### config.mk
export PLATFORM = sky130hd
export DESIGN_NAME = instruction_fetch_stage
export DESIGN_NICKNAME = d
export VERILOG_FILES = /design/src/rtl/fetch_pkg.sv /design/src/rtl/if_id_reg.sv /design/src/rtl/instruction_fetch_stage.sv
export SDC_FILE = /design/constraint.sdc
export NUM_CORES = 1
export LEC_CHECK = 0
export CORE_AREA = 2 2 155 157
export CTS_CLUSTER_DIAMETER = 150
export DETAILED_ROUTE_END_ITERATION = 8
export DIE_AREA = 0 0 157 159
export GPL_TIMING_DRIVEN = 0
export PLACE_DENSITY_LB_ADDON = 0.12
export SYNTH_ARGS = -nofsm -noshare
export SYNTH_HDL_FRONTEND = slang
export SYNTH_HIERARCHICAL = 1
export SYNTH_SLANG_ARGS = --single-unit
### constraint.sdc
create_clock -name clk -period 2 [get_ports clk]
set_clock_uncertainty 0.05 [all_clocks]
set_input_delay 0.6 -clock clk [delete_from_list [all_inputs] [get_ports clk]]
set_output_delay 0.6 -clock clk [all_outputs]
set_load 0.05 [all_outputs]
### src/rtl/fetch_pkg.sv
// Shared types and constants for the instruction fetch stage and its IF/ID register.
package fetch_pkg;
   typedef enum logic [1:0] {
      FETCH = 2'd0,
      HOLD  = 2'd1,
      DRAIN = 2'd2
   } state_t;

   localparam logic [31:0] NOP    = 32'h0000_0000;
   localparam logic [31:0] PC_INC = 32'd4;

   localparam int OPC_HI   = 31;
   localparam int OPC_LO   = 26;
   localparam int RS_HI    = 25;
   localparam int RS_LO    = 21;
   localparam int RT_HI    = 20;
   localparam int RT_LO    = 16;
   localparam int RD_HI    = 15;
   localparam int RD_LO    = 11;
   localparam int IMM_HI   = 15;
   localparam int IMM_LO   = 0;
   localparam int FUNCT_HI = 5;
   localparam int FUNCT_LO = 0;
endpackage

### src/rtl/if_id_reg.sv
// IF/ID pipeline register: flush beats load, otherwise it holds its contents.
module if_id_reg
   import fetch_pkg::*;
#(
   parameter logic [31:0] NOP_INSTR = NOP
) (
   input  logic        clk,
   input  logic        reset,
   input  logic        load,
   input  logic        flush,
   input  logic [31:0] d_instr,
   input  logic [31:0] d_pc_plus4,
   output logic        valid,
   output logic [31:0] instr,
   output logic [31:0] pc_plus4
);
   always_ff @(posedge clk or negedge reset) begin
      if (!reset) begin
         valid    <= 1'b0;
         instr    <= NOP_INSTR;
         pc_plus4 <= 32'h0;
      end else if (flush) begin
         valid    <= 1'b0;
         instr    <= NOP_INSTR;
         pc_plus4 <= 32'h0;
      end else if (load) begin
         valid    <= 1'b1;
         instr    <= d_instr;
         pc_plus4 <= d_pc_plus4;
      end
   end
endmodule

### src/rtl/instruction_fetch_stage.sv
// Fetch stage: PC, imem handshake FSM and stall skid register feeding the IF/ID register.
module instruction_fetch_stage
   import fetch_pkg::*;
#(
   parameter logic [31:0] RESET_PC  = 32'h0000_0000,
   parameter logic [31:0] NOP_INSTR = NOP
) (
   input  logic        clk,
   input  logic        reset,
   input  logic        stall,
   input  logic        branch_taken,
   input  logic [31:0] branch_target,
   input  logic        jump,
   input  logic [31:0] jump_target,
   output logic        imem_req,
   output logic [31:0] imem_addr,
   input  logic        imem_ready,
   input  logic [31:0] imem_rdata,
   output logic        ifid_valid,
   output logic [31:0] ifid_instr,
   output logic [31:0] ifid_pc_plus4,
   output logic [5:0]  opcode,
   output logic [4:0]  inst_read_reg_addr1,
   output logic [4:0]  inst_read_reg_addr2,
   output logic [4:0]  rd,
   output logic [15:0] inst_imm_field,
   output logic [5:0]  funct
);
   state_t      state;
   logic [31:0] pc, pending_pc, skid_instr, skid_pc_plus4;
   logic [31:0] pc_next4, target;
   logic        redirect;
   logic        ld, fl;
   logic [31:0] d_instr, d_pc_plus4;

   assign redirect = branch_taken | jump;
   assign target   = (branch_taken ? branch_target : jump_target) & 32'hFFFF_FFFC;
   assign pc_next4 = pc + PC_INC;

   // Gating with reset keeps the bus quiet for the whole reset window.
   assign imem_req  = reset & (state != HOLD);
   assign imem_addr = pc;

   always_comb begin
      ld         = 1'b0;
      fl         = 1'b0;
      d_instr    = imem_rdata;
      d_pc_plus4 = pc_next4;
      case (state)
         FETCH: begin
            if (redirect)        fl = 1'b1;
            else if (imem_ready) ld = !stall;
            else                 fl = !stall;
         end
         HOLD: begin
            if (redirect) fl = 1'b1;
            else if (!stall) begin
               ld         = 1'b1;
               d_instr    = skid_instr;
               d_pc_plus4 = skid_pc_plus4;
            end
         end
         default: fl = 1'b1;
      endcase
   end

   always_ff @(posedge clk or negedge reset) begin
      if (!reset) begin
         state         <= FETCH;
         pc            <= RESET_PC;
         pending_pc    <= RESET_PC;
         skid_instr    <= NOP_INSTR;
         skid_pc_plus4 <= 32'h0;
      end else begin
         case (state)
            FETCH: begin
               if (imem_ready) begin
                  if (redirect) pc <= target;
                  else begin
                     pc <= pc_next4;
                     if (stall) begin
                        skid_instr    <= imem_rdata;
                        skid_pc_plus4 <= pc_next4;
                        state         <= HOLD;
                     end
                  end
               end else if (redirect) begin
                  pending_pc <= target;
                  state      <= DRAIN;
               end
            end
            HOLD: begin
               if (redirect) begin
                  pc    <= target;
                  state <= FETCH;
               end else if (!stall) state <= FETCH;
            end
            DRAIN: begin
               // Address stays put until memory answers; the newest redirect wins.
               if (imem_ready) begin
                  pc    <= redirect ? target : pending_pc;
                  state <= FETCH;
               end else if (redirect) pending_pc <= target;
            end
            default: state <= FETCH;
         endcase
      end
   end

   if_id_reg #(.NOP_INSTR(NOP_INSTR)) u_if_id (
      .clk        (clk),
      .reset      (reset),
      .load       (ld),
      .flush      (fl),
      .d_instr    (d_instr),
      .d_pc_plus4 (d_pc_plus4),
      .valid      (ifid_valid),
      .instr      (ifid_instr),
      .pc_plus4   (ifid_pc_plus4)
   );

   assign opcode              = ifid_instr[OPC_HI:OPC_LO];
   assign inst_read_reg_addr1 = ifid_instr[RS_HI:RS_LO];
   assign inst_read_reg_addr2 = ifid_instr[RT_HI:RT_LO];
   assign rd                  = ifid_instr[RD_HI:RD_LO];
   assign inst_imm_field      = ifid_instr[IMM_HI:IMM_LO];
   assign funct               = ifid_instr[FUNCT_HI:FUNCT_LO];
endmodule
==> results.md, run 1 <==
* Worst Hold Class: in2async
* Final setup violation count at 46
* GP Congestion at 0.864
* EDFF count, synth at 0
* Seq/Total Area, Yosys at a little under half
* Core area at 23200 um^2
* Mapped Avg Cell Area at 10.2 um^2
* Reg clk slew, reported paths at 80 ps
* Share of layout cells above drive strength 1 at roughly 45%
* Hold Vio Cnt, Final at 0
* Filler Cell Count at 1743
* Crit path DAT at about 2600 ps
* CTS sink cnt at between 150 and 200
* Cts hold-fix bufs at 0
* Vias in the first global route at 8799
* Worst ir drop on vdd at 593 uV
* Slew Limit Headroom at 62.2%
* Status: complete, but fails checks
* Synth area leaders: dfrtp_1, mux2i_1, mux2_2, nor2_1, a21oi_1
* Minimum clock period at 2320 ps
* Post-synth top area share at between 40% and 50%
* Max Cap Viol at 0
* Synthesis-to-finish area growth at 56.1%
* Number of distinct library cells after synthesis at 63
* Pleak at 0.00697 uW
* Nets at around 1500
* HPWL Detailed at ~22000 um
* Number of synthesized register bits at just under 200
* Fin worst setup slack at -324 ps
* Final period util at 116%
* DR WL/cell at 20.3 um
* Violated checks: negative setup slack
* Leading area contributor after synthesis: dfrtp_1
* Die Y at between 150 and 200 um
* CP max stage cell: dfrtp_4
* Synth Flop Type: dfrtp_1
* Global-route wire length before repair at approximately 50000 um
* Area of the multi-input gates at just under 6000 um^2
* Cell breakdown of the critical path: ha_4, nand4_1, nor4_4, buf_4, buf_6, nand4_1, xor2_2, a21oi_2, mux2i_1, nor2_1
* Drt drc at 0
* CTS Buffer Depth at 2
* Largest stage delay, worst path at between 400 and 500 ps
* Async SR Flop Fraction at 100%
* Fmax at 430 MHz
* Antenna Nets Post-Route at 0
* DRT Pass-1 Iters at 5
* Cell area after synthesis at 10400 um^2
* Post-Synthesis Cells at 1019
* Critical Path End Type: flip-flop
* Startpoint type of the worst setup path: flip-flop
* I/O Buffers at ~240
* Worst r2r path cells at 10
* ANT cells at 0
* Worst-Margin Slew at 567 ps
* Worst skew pair latency at about 440 ps
* Largest net degree at the start of global routing at approximately 110
* R2R setup slack at -320 ps
* Post-Route WL at around 35000 um
* Root Buffer: clkbuf_16
* Antenna violations before repair at 0
* Syn Nets at 1126
* Worst Path Class, Setup: reg2reg
* RR Startpoint: imem_addr[2]
* Final Slew Violations at 0
* RSZ-0062 raised after global routing: yes
* CTS tree: yes
* CP top delay family: simple AND/OR/NAND/NOR gates
* Boundary Pins at approximately 240
* Reg2reg end: u_if_id/pc_plus4[30]
* Row count at 56
* Yosys warns at 6
* Register area at between 4000 and 5000 um^2
* H-tree Lvls at 4
* Full die area at about 25000 um^2
* Grt total ovfl at 0
* Buf+Inv Stages, Crit Path at 2
* Initial Util at 44.8%
* CP most frequent cell: nand4_1
* Power per cell area at 1120 nW/um^2
* All-Layer GR Usage at 25.3%
* Chip width at 157 um
* Place WS at -1240 ps
* Via count at around 9400
* Crit-path max FO at 4
* Critical Path RT at 2320 ps
* Final Core Density at 69.9%
* Via/cell ratio at 5.46
* First-iteration detailed-routing DRC count at 782
* CTS buffer count at 17
-- how the worst max path moves through the flow --
stage | slack, ps | to | depth (start not counted) | startpoint
3_3_place_gp | -9670 | imem_addr[2] | 1 | reset
6_report | -320 | u_if_id/pc_plus4[30] | 10 | imem_addr[2]
2_1_floorplan | -160 | u_if_id/instr[24] | 10 | branch_taken
3_5_place_dp | -1240 | u_if_id/instr[15] | 8 | jump
5_1_grt | -430 | u_if_id/pc_plus4[30] | 10 | imem_addr[2]
4_1_cts | -230 | u_if_id/pc_plus4[20] | 11 | imem_addr[2]
-- layout by cell type, fill, tap and decap left out, types with 16 or more instances in the layout --
| cell type | n |
|---|---|
| clkdlybuf4s50_1 | 92 |
| buf_6 | 40 |
| mux2_4 | 28 |
| dfrtp_2 | 23 |
| a21oi_2 | 29 |
| clkbuf_16 | 26 |
| a21oi_1 | 72 |
| nor2_1 | 159 |
| buf_8 | 16 |
| buf_2 | 29 |
| mux2i_1 | 87 |
| clkdlybuf4s15_1 | 20 |
| o21ai_1 | 20 |
| clkbuf_2 | 36 |
| nand2_1 | 33 |
| buf_4 | 128 |
| dfrtp_1 | 171 |
| mux2_2 | 57 |
| clkdlybuf4s15_2 | 63 |
-- worst reg2reg max path, cell delays in order, from the launching register on --
cell	delay, ps
dfrtp_4	440
ha_4	130
nand4_1	220
nor4_4	260
buf_4	190
buf_6	120
nand4_1	190
xor2_2	260
a21oi_2	210
mux2i_1	90
nor2_1	100
-- power by group --
part           total, uW  switching (uW)  internal [uW]
Sequential          6390            1160           5230
Clock               3300            1680           1620
Combinational       8430            4590           3830
Total              18100            7430          10700
-- per-layer routing --
metal | track usage [%] | part of all wire, % | wire, um | up-vias
li1 | - | - | - | 4262
met1 | 35.5 | 43 | 15000 | 4598
met2 | 41.1 | 48 | 16900 | 446
met3 | 4.44 | 6.5 | 2270 | 58
met4 | 5.42 | 1.9 | 661 | 0
met5 | 0 | 0 | 0 | -
-- kinds of logic after synthesis --
family                   after synthesis  synth area share, %
AND/OR/NAND/NOR                      278                 12.3
flip-flops                           195                 47.0
buffers and inverters                129                 7.45
multiplexers                         178                 18.2
XOR/XNOR                              27                 2.28
AO/OA/AOI/OAI                        207                 12.1
adder cells (fa/ha/maj)                5                0.603
-- layout make-up --
type / count / area share [%]
buffer: 113 / 6.88
clock buffer: 17 / 2.63
clock inverter: 15 / 0.795
inverter: 13 / 0.332
multi-input combinational: 695 / 35.7
sequential: 195 / 30.3
tap: 319 / 2.46
timing repair buffer: 349 / 20.9
-- sequential cells by signal, summed over array words and instances, names as in the netlist --
signal,cells
imem_addr,32
pending_pc,32
skid_instr,32
skid_pc_plus4,32
state,2
u_if_id/instr,32
u_if_id/pc_plus4,32
u_if_id/valid,1
-- repair_timing --
action | 4_1_cts | 5_1_grt
gates cloned | 3 | 10
pin swaps | 57 | 58
endpoints found under the setup margin | 329 | 230
gates resized for setup | 565 | 250
setup buffers | 58 | 48
-- cells in the mapped netlist (all sizes together) (8+ instances only) --
library cell	n
nand4	11
dfrtp	195
nand2	39
a21oi	103
inv	13
nor4	8
clkbuf	26
xnor2	21
nor2	169
buf	90
nand3	15
mux2i	88
mux2	90
o21ai	42
-- metrics by stage --
stage / std cells / cell area [um^2] / total power, uW / setup TNS [ps] / hold WS (ps)
floorplan: 1019 / 10600 / 10300 / -7510 / 254
global placement: 1575 / 13400 / 12400 / -1786840 / 411
detailed placement: 1576 / 13400 / 12600 / -161990 / 421
CTS: 1663 / 15300 / 16800 / -3080 / 63.1
global route: 1716 / 16200 / 18900 / -10110 / 36.9
finish: 1716 / 16200 / 18100 / -4890 / 12.5
No activity file was read; power rests on OpenSTA's default activity.
==> inputs of run 2 (changes only) <==
Settings changed: CAP_MARGIN from default to 20.
==> results of run 2 <==
Same layout as run 1: the final DEF is identical, and so are final timing and power.
==> inputs of run 3 (changes only) <==
Settings changed: TNS_END_PERCENT from default to 50.
==> run 3 against run 2 <==
Effect of this change: first-iteration DRC count fell by 2.3%; critical path depth shrank 2; largest cell class unchanged; worst hold slack better by 78 ps; clock-buffer cell count is 2 higher; die area stayed put; combinational power shrank 4.7%; cell area fell by 3.0%; the run still ends with negative setup slack left; total power down 2.0%; via count down 0.34%; routed wire length shrank 3.8%.
==> results.md, run 3 (synthesis results as in run 1) <==
* Status: complete, but fails checks
* Violated checks: negative setup slack
* DR WL/cell at 19.7 um (-2.8%)
* Vias in the first global route at 8796 (-0.034%)
* Synthesis-to-finish area growth at 51.5%
* Worst skew pair latency at 440 ps (about the same)
* Chip width at 157 um (unchanged)
* CTS Buffer Depth at 2 (unchanged)
* HPWL Detailed at 21500 um (-1.6%)
* I/O Buffers at 237 (unchanged)
* Worst ir drop on vdd at 581 uV (-1.9%)
* Worst Path Class, Setup: reg2reg
* All-Layer GR Usage at 25.5% (+0.17 points)
* Largest net degree at the start of global routing at 55 (-49%)
* Area of the multi-input gates at 5630 um^2 (-2.8%)
* Fmax at 429 MHz (-0.38%)
* Final Slew Violations at 0 (unchanged)
* Final setup violation count at 47 (+2.2%)
* Power Total at 17800 uW (-2.0%)
* Largest stage delay, worst path at 390 ps (-50 ps)
* R2R setup slack at -330 ps (about the same)
* Critical Path RT at 2310 ps (about the same)
* Core area at 23200 um^2 (unchanged)
* Worst r2r path cells at 8 (-2)
* Reg2reg end: imem_addr[31]
* Total negative slack at -4340 ps (+554 ps)
* Fin worst setup slack at -333 ps (-8.89 ps)
* CP top delay family: simple AND/OR/NAND/NOR gates
* Critical Path End Type: flip-flop
* CP startpoint: imem_addr[6]
* Post-Route WL at 33500 um (-3.8%)
* Crit path DAT at 2640 ps (about the same)
* Reg clk slew, reported paths at 80 ps (about the same)
* Initial Util at 44.8% (unchanged)
* Placed Area at 13400 um^2 (-0.16%)
* Pleak at 0.00687 uW (-1.5%)
* Boundary Pins at 243 (unchanged)
* Place WS at -1430 ps (-191 ps)
* Commonest cells after routing, fill and taps aside: dfrtp_1, nor2_1, buf_4
* RSZ-0062 raised after global routing: yes
* Max Cap Viol at 0 (unchanged)
* Buf+Inv Stages, Crit Path at 3 (+1)
* CTS sink cnt at 195 (unchanged)
* RR Startpoint: imem_addr[6]
* Crit-path max FO at 9 (+5)
* Register area at 4910 um^2 (unchanged)
* CP max stage cell: dfrtp_2
* Hold Vio Cnt, Final at 0 (unchanged)
* Row count at 56 (unchanged)
* Cell breakdown of the critical path: buf_8, nand4_1, nor4_4, buf_4, nand4_1, buf_4, o31a_1, o22ai_1
* ANT cells at 0 (unchanged)
* Worst Hold Class: in2async
* DRT Pass-1 Iters at 8 (+3)
* Power per cell area at 1130 nW/um^2 (+1.0%)
* Global-route wire length before repair at 49500 um (about the same)
* Nets at 1474 (-1.1%)
* Final non-filler cell area at 15700 um^2 (-3.0%)
* Filler Cell Count at 1762 (+1.1%)
* Worst-Margin Slew at 551 ps (-16.1 ps)
* CTS tree: yes
* Hold_ws at 90.6 ps (+78.1 ps)
* Final period util at 117% (+0.44 points)
* CTS buffer count at 17 (unchanged)
* Slew Limit Headroom at 63.4% (+1.3 points)
* GP Congestion at 0.857 (-0.73%)
* First-iteration detailed-routing DRC count at 764 (-2.3%)
* Full die area at 25000 um^2 (unchanged)
* Antenna violations before repair at 0 (unchanged)
* Drt drc at 0 (unchanged)
* Die Y at 159 um (unchanged)
* Startpoint type of the worst setup path: flip-flop
* Share of layout cells above drive strength 1 at 42.7% (-2.3 points)
* Root Buffer: clkbuf_16
* Minimum clock period at 2330 ps (+8.89 ps)
* H-tree Lvls at 4 (unchanged)
* Most common cell after layout, fill and taps aside: dfrtp_1
* Antenna Nets Post-Route at 0 (unchanged)
* Grt total ovfl at 0 (unchanged)
* Via count at 9332 (-0.34%)
* Via/cell ratio at 5.49 (+0.66%)
-- run 3: changes by cell type in the layout (fill, tap and decap cells not counted), moves of 7 or more --
cell	previous run	this run
buf_2	29	21
mux2_4	28	7
buf_6	40	32
mux2_2	57	64
mux2_1	5	19
clkbuf_8	0	9
buf_8	16	9
clkdlybuf4s15_2	63	38
clkbuf_2	36	63
buf_4	128	136
clkdlybuf4s15_1	20	12
-- run 3: report_power, final --
part | switching [uW] | internal, uW
clock network | 1650 | 1700
logic | 4450 | 3580
registers | 1150 | 5230
total | 7240 | 10500
-- run 3: worst max path at each step --
stage,endpoint,depth (start not counted)
after global routing,u_if_id/pc_plus4[31],9
after detailed placement,imem_req,4
after floorplan,u_if_id/instr[24],10
after CTS,u_if_id/pc_plus4[30],10
final,imem_addr[31],8
after global placement,imem_addr[2],1
-- run 3: what timing repair did --
action / in CTS / in global routing
hold buffers: 1 / 0
gates resized for setup: 510 / 254
buffers inserted: 49 / 36
gates cloned: 5 / 7
pin swaps: 43 / 57
hold endpoints to repair: 43 / 0
setup endpoints to repair: 336 / 270
-- run 3: layout make-up --
class | count | area share, %
timing repair buffer | 332 | 19.5
multi-input combinational | 695 | 35.8
tap | 319 | 2.54
buffer | 113 | 7.04
clock buffer | 19 | 2.88
inverter | 13 | 0.326
sequential | 195 | 31.2
clock inverter | 13 | 0.724
-- run 3: metal layers --
layer  GRT usage [%]  up-vias  wire, um
met3            4.11       64      2100
met4            8.30        0       795
met5               0        -         0
met1            35.9     4566     14700
met2            40.1      451     16000
li1                -     4251         -
-- run 3: through the flow --
stage | cells | util, %
4_1_cts | 1660 | 65.4
5_1_grt | 1699 | 67.8
2_1_floorplan | 1019 | -
3_5_place_dp | 1576 | 57.7
3_3_place_gp | 1575 | 57.5
6_report | 1699 | 67.8
